<file path="src/rtl/perip_bus_pkg.sv">
// Shared constants and FSM encoding for the peripheral bus arbiter.
// The optional PERIP_BUS_ARBITER_LOCK_EN feature lives in perip_bus_arbiter.sv.
package perip_bus_pkg;

    localparam int PERIP_DATA_W = 32;
    localparam int PERIP_BE_W   = 4;

    typedef enum logic [1:0] {
        IDLE   = 2'd0,
        ACCESS = 2'd1,
        RESP   = 2'd2
    } arb_state_e;

    // Index width that stays legal (>= 1 bit) for a single requester.
    function automatic int idx_width(input int n);
        return (n > 1) ? $clog2(n) : 1;
    endfunction

endpackage

</file>
<file path="src/rtl/perip_bus_arbiter_rr_pick.sv">
// Combinational round-robin picker: first set request at or above ptr_i,
// wrapping to the lowest set request when none lies above the pointer.
module rr_pick
    import perip_bus_pkg::*;
#(
    parameter int NUM_REQ = 2,
    parameter int IDX_W   = idx_width(NUM_REQ)
) (
    input  logic [NUM_REQ-1:0] req_i,
    input  logic [IDX_W-1:0]   ptr_i,
    output logic [NUM_REQ-1:0] gnt_o,
    output logic [IDX_W-1:0]   idx_o,
    output logic               any_o
);

    logic [NUM_REQ-1:0] upper;

    always_comb begin
        upper = '0;
        for (int i = 0; i < NUM_REQ; i++) begin
            upper[i] = req_i[i] && (IDX_W'(i) >= ptr_i);
        end
    end

    // Lowest set request overall, then overridden by the lowest one at/above ptr.
    always_comb begin
        gnt_o = '0;
        idx_o = '0;
        for (int i = NUM_REQ - 1; i >= 0; i--) begin
            if (req_i[i]) begin
                gnt_o    = '0;
                gnt_o[i] = 1'b1;
                idx_o    = IDX_W'(i);
            end
        end
        for (int i = NUM_REQ - 1; i >= 0; i--) begin
            if (upper[i]) begin
                gnt_o    = '0;
                gnt_o[i] = 1'b1;
                idx_o    = IDX_W'(i);
            end
        end
    end

    assign any_o = |req_i;

endmodule

</file>
<file path="src/rtl/perip_bus_arbiter.sv">
// Round-robin arbiter sharing one register-style peripheral port among NUM_REQ masters.
// Define PERIP_BUS_ARBITER_LOCK_EN to add lock_i for atomic back-to-back ownership.
module perip_bus_arbiter
    import perip_bus_pkg::*;
#(
    parameter int NUM_REQ = 2,
    parameter int ADDR_W  = 6
) (
    input  logic                             clk_i,
    input  logic                             rst_i,
    input  logic [NUM_REQ-1:0]               req_i,
    input  logic [NUM_REQ-1:0]               write_i,
    input  logic [PERIP_BE_W*NUM_REQ-1:0]    be_i,
    input  logic [ADDR_W*NUM_REQ-1:0]        addr_i,
    input  logic [PERIP_DATA_W*NUM_REQ-1:0]  wdata_i,
`ifdef PERIP_BUS_ARBITER_LOCK_EN
    input  logic [NUM_REQ-1:0]               lock_i,
`endif
    output logic [NUM_REQ-1:0]               gnt_o,
    output logic [NUM_REQ-1:0]               rvalid_o,
    output logic [PERIP_DATA_W-1:0]          rdata_o,
    output logic                             perip_write_o,
    output logic [PERIP_BE_W-1:0]            perip_be_o,
    output logic [ADDR_W-1:0]                perip_addr_o,
    output logic [PERIP_DATA_W-1:0]          perip_wdata_o,
    input  logic [PERIP_DATA_W-1:0]          perip_rdata_i
);

    localparam int IDX_W = idx_width(NUM_REQ);

    arb_state_e              state_q, state_d;
    logic [IDX_W-1:0]        ptr_q, ptr_d;
    logic [IDX_W-1:0]        owner_q, owner_d;
    logic                    perip_write_q, perip_write_d;
    logic [PERIP_BE_W-1:0]   perip_be_q, perip_be_d;
    logic [ADDR_W-1:0]       perip_addr_q, perip_addr_d;
    logic [PERIP_DATA_W-1:0] perip_wdata_q, perip_wdata_d;
    logic [PERIP_DATA_W-1:0] rdata_q, rdata_d;

    logic [NUM_REQ-1:0]      pick_gnt;
    logic [IDX_W-1:0]        pick_idx;
    logic                    pick_any;
    logic [NUM_REQ-1:0]      owner_oh;
    logic [NUM_REQ-1:0]      win_gnt;
    logic [IDX_W-1:0]        win_idx;
    logic                    lock_hit;
    logic                    hold_ptr;

    logic                    sel_write;
    logic [PERIP_BE_W-1:0]   sel_be;
    logic [ADDR_W-1:0]       sel_addr;
    logic [PERIP_DATA_W-1:0] sel_wdata;

    rr_pick #(
        .NUM_REQ (NUM_REQ),
        .IDX_W   (IDX_W)
    ) u_rr_pick (
        .req_i (req_i),
        .ptr_i (ptr_q),
        .gnt_o (pick_gnt),
        .idx_o (pick_idx),
        .any_o (pick_any)
    );

    assign owner_oh = NUM_REQ'(1) << owner_q;

`ifdef PERIP_BUS_ARBITER_LOCK_EN
    // Lock is sampled in RESP and only honoured in the very next IDLE cycle.
    logic lock_q;

    always_ff @(posedge clk_i) begin
        if (rst_i) begin
            lock_q <= 1'b0;
        end else if (state_q == RESP) begin
            lock_q <= lock_i[owner_q];
        end else if (state_q == IDLE) begin
            lock_q <= 1'b0;
        end
    end

    assign lock_hit = lock_q & req_i[owner_q];
    assign hold_ptr = lock_i[owner_q];
`else
    assign lock_hit = 1'b0;
    assign hold_ptr = 1'b0;
`endif

    assign win_gnt = lock_hit ? owner_oh : pick_gnt;
    assign win_idx = lock_hit ? owner_q  : pick_idx;

    always_comb begin
        sel_write = 1'b0;
        sel_be    = '0;
        sel_addr  = '0;
        sel_wdata = '0;
        for (int i = 0; i < NUM_REQ; i++) begin
            if (win_gnt[i]) begin
                sel_write = write_i[i];
                sel_be    = be_i[i*PERIP_BE_W +: PERIP_BE_W];
                sel_addr  = addr_i[i*ADDR_W +: ADDR_W];
                sel_wdata = wdata_i[i*PERIP_DATA_W +: PERIP_DATA_W];
            end
        end
    end

    always_comb begin
        state_d       = state_q;
        ptr_d         = ptr_q;
        owner_d       = owner_q;
        perip_write_d = perip_write_q;
        perip_be_d    = perip_be_q;
        perip_addr_d  = perip_addr_q;
        perip_wdata_d = perip_wdata_q;
        rdata_d       = rdata_q;
        case (state_q)
            IDLE: begin
                if (pick_any) begin
                    state_d       = ACCESS;
                    owner_d       = win_idx;
                    perip_write_d = sel_write;
                    perip_be_d    = sel_be;
                    perip_addr_d  = sel_addr;
                    perip_wdata_d = sel_wdata;
                end
            end
            ACCESS: begin
                state_d       = RESP;
                perip_write_d = 1'b0;
                perip_be_d    = '0;
                rdata_d       = perip_rdata_i;
            end
            RESP: begin
                state_d = IDLE;
                if (!hold_ptr) begin
                    ptr_d = (owner_q == IDX_W'(NUM_REQ - 1)) ? '0 : owner_q + 1'b1;
                end
            end
            default: state_d = IDLE;
        endcase
    end

    always_ff @(posedge clk_i) begin
        if (rst_i) begin
            state_q       <= IDLE;
            ptr_q         <= '0;
            owner_q       <= '0;
            perip_write_q <= 1'b0;
            perip_be_q    <= '0;
            perip_addr_q  <= '0;
            perip_wdata_q <= '0;
            rdata_q       <= '0;
        end else begin
            state_q       <= state_d;
            ptr_q         <= ptr_d;
            owner_q       <= owner_d;
            perip_write_q <= perip_write_d;
            perip_be_q    <= perip_be_d;
            perip_addr_q  <= perip_addr_d;
            perip_wdata_q <= perip_wdata_d;
            rdata_q       <= rdata_d;
        end
    end

    assign gnt_o         = (state_q != IDLE) ? owner_oh : '0;
    assign rvalid_o      = (state_q == RESP) ? owner_oh : '0;
    assign rdata_o       = rdata_q;
    assign perip_write_o = perip_write_q;
    assign perip_be_o    = perip_be_q;
    assign perip_addr_o  = perip_addr_q;
    assign perip_wdata_o = perip_wdata_q;

endmodule

</file>
<file path="config.mk">
export PLATFORM = sky130hd
export DESIGN_NAME = perip_bus_arbiter
export DESIGN_NICKNAME = d
export VERILOG_FILES = /design/src/rtl/perip_bus_pkg.sv /design/src/rtl/perip_bus_arbiter_rr_pick.sv /design/src/rtl/perip_bus_arbiter.sv
export SDC_FILE = /design/constraint.sdc
export NUM_CORES = 1
export LEC_CHECK = 0
export ABC_AREA = 1
export BUFFER_PORTS_ARGS = -buffer_cell sky130_fd_sc_hd__buf_2
export CAP_MARGIN = 20
export CORE_AREA = 2 2 92 94
export CTS_CLUSTER_DIAMETER = 40
export DETAILED_ROUTE_END_ITERATION = 7
export DIE_AREA = 0 0 94 96
export GPL_TIMING_DRIVEN = 1
export HOLD_SLACK_MARGIN = 0.12
export PLACE_DENSITY = 0.85
export SKIP_CTS_REPAIR_TIMING = 1
export SLEW_MARGIN = 10
export SYNTH_ARGS = -nofsm -noshare
export SYNTH_HDL_FRONTEND = slang
export SYNTH_SLANG_ARGS = --single-unit
</file>
<file path="constraint.sdc">
create_clock -name clk_i -period 2.08 [get_ports clk_i]
set_clock_uncertainty 0.1 [all_clocks]
set_input_delay 0.416 -clock clk_i [delete_from_list [all_inputs] [get_ports clk_i]]
set_output_delay 0.416 -clock clk_i [all_outputs]
set_load 0.05 [all_outputs]
</file>
==> results of run 1 <==
worst max-delay path, stage by stage (launching register included):
cell,delay [ns]
sky130_fd_sc_hd__dfxtp_1,0.43
sky130_fd_sc_hd__nand2_1,0.13
sky130_fd_sc_hd__nor2_1,0.16
sky130_fd_sc_hd__buf_2,0.29
synth_stat cells:
cell type and count:
sky130_fd_sc_hd__nand2_1 158, sky130_fd_sc_hd__nand4_1 40, sky130_fd_sc_hd__buf_2 17, sky130_fd_sc_hd__a211oi_1 2, sky130_fd_sc_hd__dfxtp_1 79, sky130_fd_sc_hd__buf_4 4, sky130_fd_sc_hd__a21oi_1 6, sky130_fd_sc_hd__inv_2 1
sky130_fd_sc_hd__clkbuf_1 7, sky130_fd_sc_hd__nand2_4 2, sky130_fd_sc_hd__inv_1 12, sky130_fd_sc_hd__nand2_2 2, sky130_fd_sc_hd__clkinv_1 1, sky130_fd_sc_hd__nor2_8 1, sky130_fd_sc_hd__buf_6 11, sky130_fd_sc_hd__nand3_1 54
sky130_fd_sc_hd__nor2_1 70, sky130_fd_sc_hd__nor2_4 1, sky130_fd_sc_hd__o21ai_0 32
area by class of cell:
type	instances	area share (%)
flip-flops and latches	79	33.41
multi-input cells	368	34.81
repair buffers	214	23.37
well taps	105	2.776
inverters	14	1.110
clock inverters	6	1.612
clock buffers	10	2.908
cell families (layout without fill, tap and decap cells):
logic type	count (synthesis)	after routing
AO/OA/AOI/OAI	40	40
buffers and inverters	53	244
flip-flops	79	79
AND/OR/NAND/NOR	328	328
how the worst min path moves through the flow:
stage	start	to	slack (ns)	depth (start not counted)
floorplan	owner_q	owner_q	0.39	2
global placement	perip_wdata_o[19]	perip_wdata_o[19]	0.35	2
detailed placement	perip_wdata_o[9]	perip_wdata_o[9]	0.36	2
CTS	wdata_i[4]	perip_wdata_o[4]	0.19	3
global route	wdata_i[17]	perip_wdata_o[17]	0.19	3
finish	wdata_i[17]	perip_wdata_o[17]	0.20	3
metal layers:
metal	part of all wire (%)	up-vias	GRT usage [%]
li1	-	2004	-
met5	0	-	0
met4	2.1	0	9.179
met2	50	175	39.94
met3	7.1	22	5.012
met1	41	1786	27.89
cells in the final DEF (no fill, tap or decap):
cell type                   instances
sky130_fd_sc_hd__a211oi_1           2
sky130_fd_sc_hd__nand2_2            2
sky130_fd_sc_hd__o21ai_0           32
sky130_fd_sc_hd__bufinv_16          1
sky130_fd_sc_hd__nand3_1           54
sky130_fd_sc_hd__inv_6              1
sky130_fd_sc_hd__a21oi_1            6
sky130_fd_sc_hd__clkbuf_8          10
sky130_fd_sc_hd__nor2_8             1
sky130_fd_sc_hd__nor2_1            70
sky130_fd_sc_hd__nor2_4             1
sky130_fd_sc_hd__inv_2              2
sky130_fd_sc_hd__nand2_4            2
sky130_fd_sc_hd__buf_4             14
sky130_fd_sc_hd__nand2_1          158
sky130_fd_sc_hd__buf_2            200
sky130_fd_sc_hd__clkinv_4           3
sky130_fd_sc_hd__inv_1             12
sky130_fd_sc_hd__dfxtp_1           79
sky130_fd_sc_hd__nand4_1           40
sky130_fd_sc_hd__inv_8              1
sequential cells by signal, summed over array words and instances (netlist names):
name           count
perip_wdata_o     32
rdata_o           32
perip_addr_o       6
perip_be_o         4
state_q            2
owner_q            1
perip_write_o      1
ptr_q              1
power by group:
group | switching, mW | leakage, nW | internal, mW
Combinational | 0.930 | 1.88 | 0.338
Sequential | 0.0741 | 0.651 | 1.66
Clock | 0.580 | 0.109 | 0.606
stage by stage:
stage          area [um2]  hold slack (ns)
5_1_grt              4733           0.1892
6_report             4733           0.2014
4_1_cts              4733           0.1861
3_3_place_gp         4519           0.3504
2_1_floorplan        3547           0.3919
3_5_place_dp         4519           0.3568
==> impl_summary.txt, run 1 <==
----------------------------------------------------
[Place]
  Worst setup slack before clock tree synthesis ... 0.2941 ns
  Port Buffers ... 200
  DP HPWL ... 7880 um
  Count of placed standard cells including taps ... 780
  Placer congestion estimate ... 0.8635

[Synthesis]
  Synthesized-area fraction occupied by and/or/nand/nor cells ... 40.67%
  Xor and xnor area share after synthesis ... 0%
  Area fraction in compound gates after synthesis ... 5.785%
  Sequential-to-total area share from yosys stat ... 44.59%
  Adder-cell area share of the yosys netlist ... 0%
  Post-synth net total ... 622
  Combinational family with the most area after synthesis ... simple AND/OR/NAND/NOR gates
  Number of cells produced by synthesis ... 500
  Mapped Area ... 3547 um2
  Synth Warn # ... 0
  Share of the synthesized area in the top cell type ... 44.59%
  Mux share of post-synthesis cell area ... 0%
  Cell type with the highest aggregate area in the netlist ... sky130_fd_sc_hd__dfxtp_1
  Cell types with the largest area share after synthesis ... sky130_fd_sc_hd__dfxtp_1 45%, sky130_fd_sc_hd__nand2_1 17%, sky130_fd_sc_hd__nand3_1 7.6%, sky130_fd_sc_hd__nor2_1 7.4%, sky130_fd_sc_hd__nand4_1 7.1%
  #FFs+latches synth ... 79
  Synth cell types ... 19
  Per-instance average area after synthesis ... 7.094 um2

[Clocking]
  Total CTS buffers ... 9
  CTS Root Cell ... sky130_fd_sc_hd__clkbuf_8
  CTS tree ... yes
  Number of levels the H-tree was split into ... 3
  Worst-Skew Late Latency ... 0.34 ns
  CTS sink cnt ... 79
  Max clock buf depth ... 2
  Clock slew at reported path FFs ... 0.08 ns

[Finish]
  Non-filler instance count after layout ... 796
  Storage cell area ... 1582 um2
  Antenna cell count ... 0
  Filler cell count in the final layout ... 779
  Area overhead of the layout relative to synthesis ... 33.44%
  Final #Nets ... 808
  Final core utilization ... 58.79%
  Area of the multi-input gates ... 1648 um2
  Ratio of cells with drive above 1 in the final layout ... 34.44%

[Detailed routing]
  Final routed DRC violation total ... 0
  Starting DRC count in detailed routing ... 164
  Final routed wirelength across all metal layers ... 10570 um
  Total number of vias ... 3987
  Number of vias per cell ... 5.009
  Remaining number of nets flagged by the antenna check after routing ... 0
  Average routed wire per standard cell ... 13.28 um
  Pre-antenna DRT Iters ... 4

[Global route]
  Vias in the first global route ... 3594
  Sum of overflow across all layers after global routing ... 0
  First-pass GRT wire length ... 16690 um
  Maximum number of pins on one net before global-route repair ... 45
  Number of antenna violations at the first check in global routing ... 0
  All-layer global routing usage ... 23.04%

[STA]
  Final number of max-transition violations ... 0
  Slack of the critical path ... 0.2227 ns
  Time the final worst path needs with I/O delays and setup ... 1.857 ns
  Setup Viol. Count Final ... 0
  Tcrit/Tclk final ... 89.29%
  Final Hold Vio Count ... 0
  Setup_tns ... 0 ns
  Maximum frequency from static timing analysis ... 538.4 MHz
  Worst slew slack as a fraction of its limit ... 69.81%
  Slew at the pin closest to its max-slew limit ... 0.4528 ns
  Setup repair after global routing missed its margin ... no

[Worst setup path]
  Required time reported for the critical path endpoint ... 1.56 ns
  Setup slack of the worst register-to-register path ... 0.51 ns
  Crit path from ... state_q[1]
  Maximum fanout encountered on the critical timing path ... 3
  Worst Setup EP ... rvalid_o[1]
  Startpoint types ... flip-flop
  R2R depth ... 5
  Endpoint class of the critical path ... output pin
  Arrival time worst endpoint ... 1.34 ns
  Critical path type ... reg -> out
  Worst r2r src ... state_q[1]
  Endpoint of the worst register-to-register path ... perip_wdata_o[3]

[Pwr]
  Areal power density over the cells ... 884.1 nW/um2
  Power consumption ... 4.185 mW
  Worst IR drop on VDD ... 460.0 uV
  Leakage power figure ... 2.638 nW

[Floorplan]
  Starting utilization of the core area ... 44.06%
  Die X-Extent ... 94 um
  Top Ports ... 201
  Number of rows in the core area ... 33
  Total die area ... 9024 um2
  Die Height ... 96 um
  Area of the core ... 8051 um2

[Run status]
  Status ... complete, no violations

[Flow run]
  Number of maximum-capacitance violations ... 0

[Min path]
  Class of the tightest hold or removal check ... in -> reg

----------------------------------------------------
Note: power is estimated with default switching activity, not from simulation.
==> run 2, diff against run 1 <==
--- a/config.mk
+++ b/config.mk
@@ -8,14 +8,15 @@
 export ABC_AREA = 1
 export BUFFER_PORTS_ARGS = -buffer_cell sky130_fd_sc_hd__buf_2
 export CAP_MARGIN = 20
-export CORE_AREA = 2 2 92 94
+export CORE_AREA = 2 2 98 100
 export CTS_CLUSTER_DIAMETER = 40
 export DETAILED_ROUTE_END_ITERATION = 7
-export DIE_AREA = 0 0 94 96
+export DIE_AREA = 0 0 100 102
 export GPL_TIMING_DRIVEN = 1
 export HOLD_SLACK_MARGIN = 0.12
-export PLACE_DENSITY = 0.85
+export PLACE_DENSITY = 0.8
 export SKIP_CTS_REPAIR_TIMING = 1
+export SKIP_LAST_GASP = 1
 export SLEW_MARGIN = 10
 export SYNTH_ARGS = -nofsm -noshare
 export SYNTH_HDL_FRONTEND = slang
==> constraint.sdc (replaced) <==
create_clock -name clk_i -period 1.7 [get_ports clk_i]
set_clock_uncertainty 0.1 [all_clocks]
set_input_delay 0.34 -clock clk_i [delete_from_list [all_inputs] [get_ports clk_i]]
set_output_delay 0.34 -clock clk_i [all_outputs]
set_load 0.05 [all_outputs]
==> run 2 against run 1 <==
Compared with the run above: first-iteration DRC count fell by 32%; highest routed layer unchanged; design area rose by 3.0%; largest cell class unchanged; sequential share of layout area fell by 0.94 points; critical path depth did not move; worst setup slack got worse by 0.14 ns; worst hold slack got worse by 0.089 ns; largest power group unchanged; flip-flop and latch count did not move; critical endpoint is now gnt_o[0]; utilization fell by 5.3 points.
==> impl_summary.txt, run 2 (same netlist as run 1, synthesis figures left out) <==
----------------------------------------------------
[Floorplan]
  Area of the core ... 9109 um2 (+13%)
  Total die area ... 10200 um2 (+13%)
  Die Height ... 102 um (+6.3%)
  Die X-Extent ... 100 um (+6.4%)
  Starting utilization of the core area ... 38.94% (-5.1 points)
  Number of rows in the core area ... 35 (+6.1%)
  Top Ports ... 201 (unchanged)

[Place]
  DP HPWL ... 7974 um (+1.2%)
  Count of placed standard cells including taps ... 787 (+0.90%)
  Placed standard-cell area ... 4572 um2 (+1.2%)
  Placer congestion estimate ... 0.8684 (+0.57%)
  Port Buffers ... 200 (unchanged)

[Worst setup path]
  Critical path type ... reg -> out
  Critical path's slowest cell ... sky130_fd_sc_hd__dfxtp_1
  Cell family with most CP delay ... flip-flops
  Endpoint class of the critical path ... output pin
  Maximum fanout encountered on the critical timing path ... 4 (+1)
  Worst Path Buf+Inv ... 1 (unchanged)
  Cell-by-cell listing of the critical path ... nor2_4 -> nor2_1 -> clkbuf_4
  Peak per-stage delay on the critical path ... 0.40 ns (-0.03 ns)
  Required time reported for the critical path endpoint ... 1.26 ns (-0.30 ns)
  Arrival time worst endpoint ... 1.18 ns (-0.16 ns)
  Startpoint types ... flip-flop

[Finish]
  Most frequent standard cell in the layout excluding fill and tap cells ... sky130_fd_sc_hd__buf_2
  Final Cell Area ... 4873 um2 (+3.0%)
  Non-filler instance count after layout ... 809 (+1.6%)
  Final #Nets ... 815 (+0.87%)
  Antenna cell count ... 0 (unchanged)
  Area overhead of the layout relative to synthesis ... 37.39%
  Filler cell count in the final layout ... 879 (+13%)
  Most frequent cells in the layout ... 196 x sky130_fd_sc_hd__buf_2, 158 x sky130_fd_sc_hd__nand2_1, 78 x sky130_fd_sc_hd__dfxtp_1
  Final core utilization ... 53.50% (-5.3 points)
  Ratio of cells with drive above 1 in the final layout ... 34.38% (-0.059 points)

[Detailed routing]
  Remaining number of nets flagged by the antenna check after routing ... 0 (unchanged)
  Final routed DRC violation total ... 0 (unchanged)
  Pre-antenna DRT Iters ... 4 (unchanged)
  Average routed wire per standard cell ... 13.46 um (+1.4%)
  Final routed wirelength across all metal layers ... 10890 um (+3.0%)
  Total number of vias ... 4047 (+1.5%)
  Starting DRC count in detailed routing ... 111 (-32%)
  Number of vias per cell ... 5.002 (-0.13%)

[Global route]
  Vias in the first global route ... 3787 (+5.4%)
  Maximum number of pins on one net before global-route repair ... 42 (-6.7%)
  Number of antenna violations at the first check in global routing ... 0 (unchanged)
  First-pass GRT wire length ... 16680 um (about the same)
  All-layer global routing usage ... 20.34% (-2.7 points)
  Sum of overflow across all layers after global routing ... 0 (unchanged)

[Clocking]
  Max clock buf depth ... 2 (unchanged)
  CTS sink cnt ... 79 (unchanged)
  CTS tree ... yes
  Worst-Skew Late Latency ... 0.34 ns (about the same)
  Total CTS buffers ... 9 (unchanged)
  Number of levels the H-tree was split into ... 3 (unchanged)
  Clock slew at reported path FFs ... 0.09 ns (about the same)
  CTS Root Cell ... sky130_fd_sc_hd__clkbuf_8

[Pwr]
  Leakage power figure ... 2.679 nW (+1.5%)
  Areal power density over the cells ... 1079 nW/um2 (+22%)
  Worst IR drop on VDD ... 388.8 uV (-15%)

[STA]
  Worst slew slack as a fraction of its limit ... 69.86% (about the same)
  Maximum frequency from static timing analysis ... 618.3 MHz
  Slew at the pin closest to its max-slew limit ... 0.4522 ns (-0.0006522 ns)
  Final Hold Vio Count ... 0 (unchanged)
  Setup Viol. Count Final ... 0 (unchanged)
  Setup_tns ... 0 ns (unchanged)
  Time the final worst path needs with I/O delays and setup ... 1.617 ns
  Tcrit/Tclk final ... 95.14%
  Final number of max-transition violations ... 0 (unchanged)
  Setup repair after global routing missed its margin ... yes
  Hold_ws ... 0.1125 ns (-0.08893 ns)

[Flow run]
  Number of maximum-capacitance violations ... 0 (unchanged)

[Run status]
  Status ... complete, no violations

[Min path]
  Class of the tightest hold or removal check ... in -> reg

----------------------------------------------------
==> run 2: changes by cell type in the layout (fill, tap and decap cells not counted), moves of 2 or more <==
| cell | previous run | this run |
|---|---|---|
| sky130_fd_sc_hd__dlygate4sd3_1 | 0 | 6 |
| sky130_fd_sc_hd__buf_2 | 200 | 196 |
| sky130_fd_sc_hd__buf_12 | 0 | 3 |
| sky130_fd_sc_hd__clkinv_4 | 3 | 0 |
| sky130_fd_sc_hd__buf_6 | 0 | 2 |
| sky130_fd_sc_hd__clkinvlp_4 | 0 | 2 |
==> run 2: final cells by class <==
type                    instances  area, um2  share of cell area, %
inverters                      14      52.55                  1.078
clock inverters                 6      92.59                  1.900
flip-flops and latches         79       1583                  32.48
well taps                     111      138.9                  2.850
repair buffers                221       1229                  25.21
clock buffers                  10      127.6                  2.619
multi-input cells             368       1650                  33.86
==> run 2: power breakdown <==
group / switching (mW) / total (mW) / internal (mW)
clock network: 0.712 / 1.55 / 0.838
registers: 0.0909 / 2.12 / 2.03
logic: 1.15 / 1.59 / 0.445
==> run 2: path summary, 6_finish.rpt <==
kind | from | end | slack (ns) | cells after the start
setup / recovery | state_q[0] | gnt_o[0] | 0.08 | 3
hold / removal | wdata_i[4] | perip_wdata_o[4] | 0.11 | 3
setup reg to reg | state_q[1] | perip_wdata_o[30] | 0.27 | 6
hold reg to reg | rdata_o[11] | rdata_o[11] | 0.38 | 2
==> run 2: tightest hold or removal path, stage by stage <==
cell and delay (ns):
sky130_fd_sc_hd__buf_2 0.07, sky130_fd_sc_hd__nand3_1 0.06, sky130_fd_sc_hd__nand2_1 0.06
==> run 2: metrics by stage <==
stage,worst slack [ns],power [mW]
finish,0.08264,5.261
CTS,-0.05953,5.308
floorplan,-0.01969,3.303
detailed placement,0.1139,3.734
global placement,0.1372,3.700
global route,-0.01710,5.542
==> run 2: layer usage <==
| layer | track usage (%) | wire length (um) | up-vias |
|---|---|---|---|
| met3 | 4.651 | 819 | 31 |
| met2 | 37.21 | 5328 | 174 |
| met4 | 10.75 | 341 | 0 |
| li1 | - | - | 2016 |
| met5 | 0 | 0 | - |
| met1 | 21.95 | 4399 | 1826 |
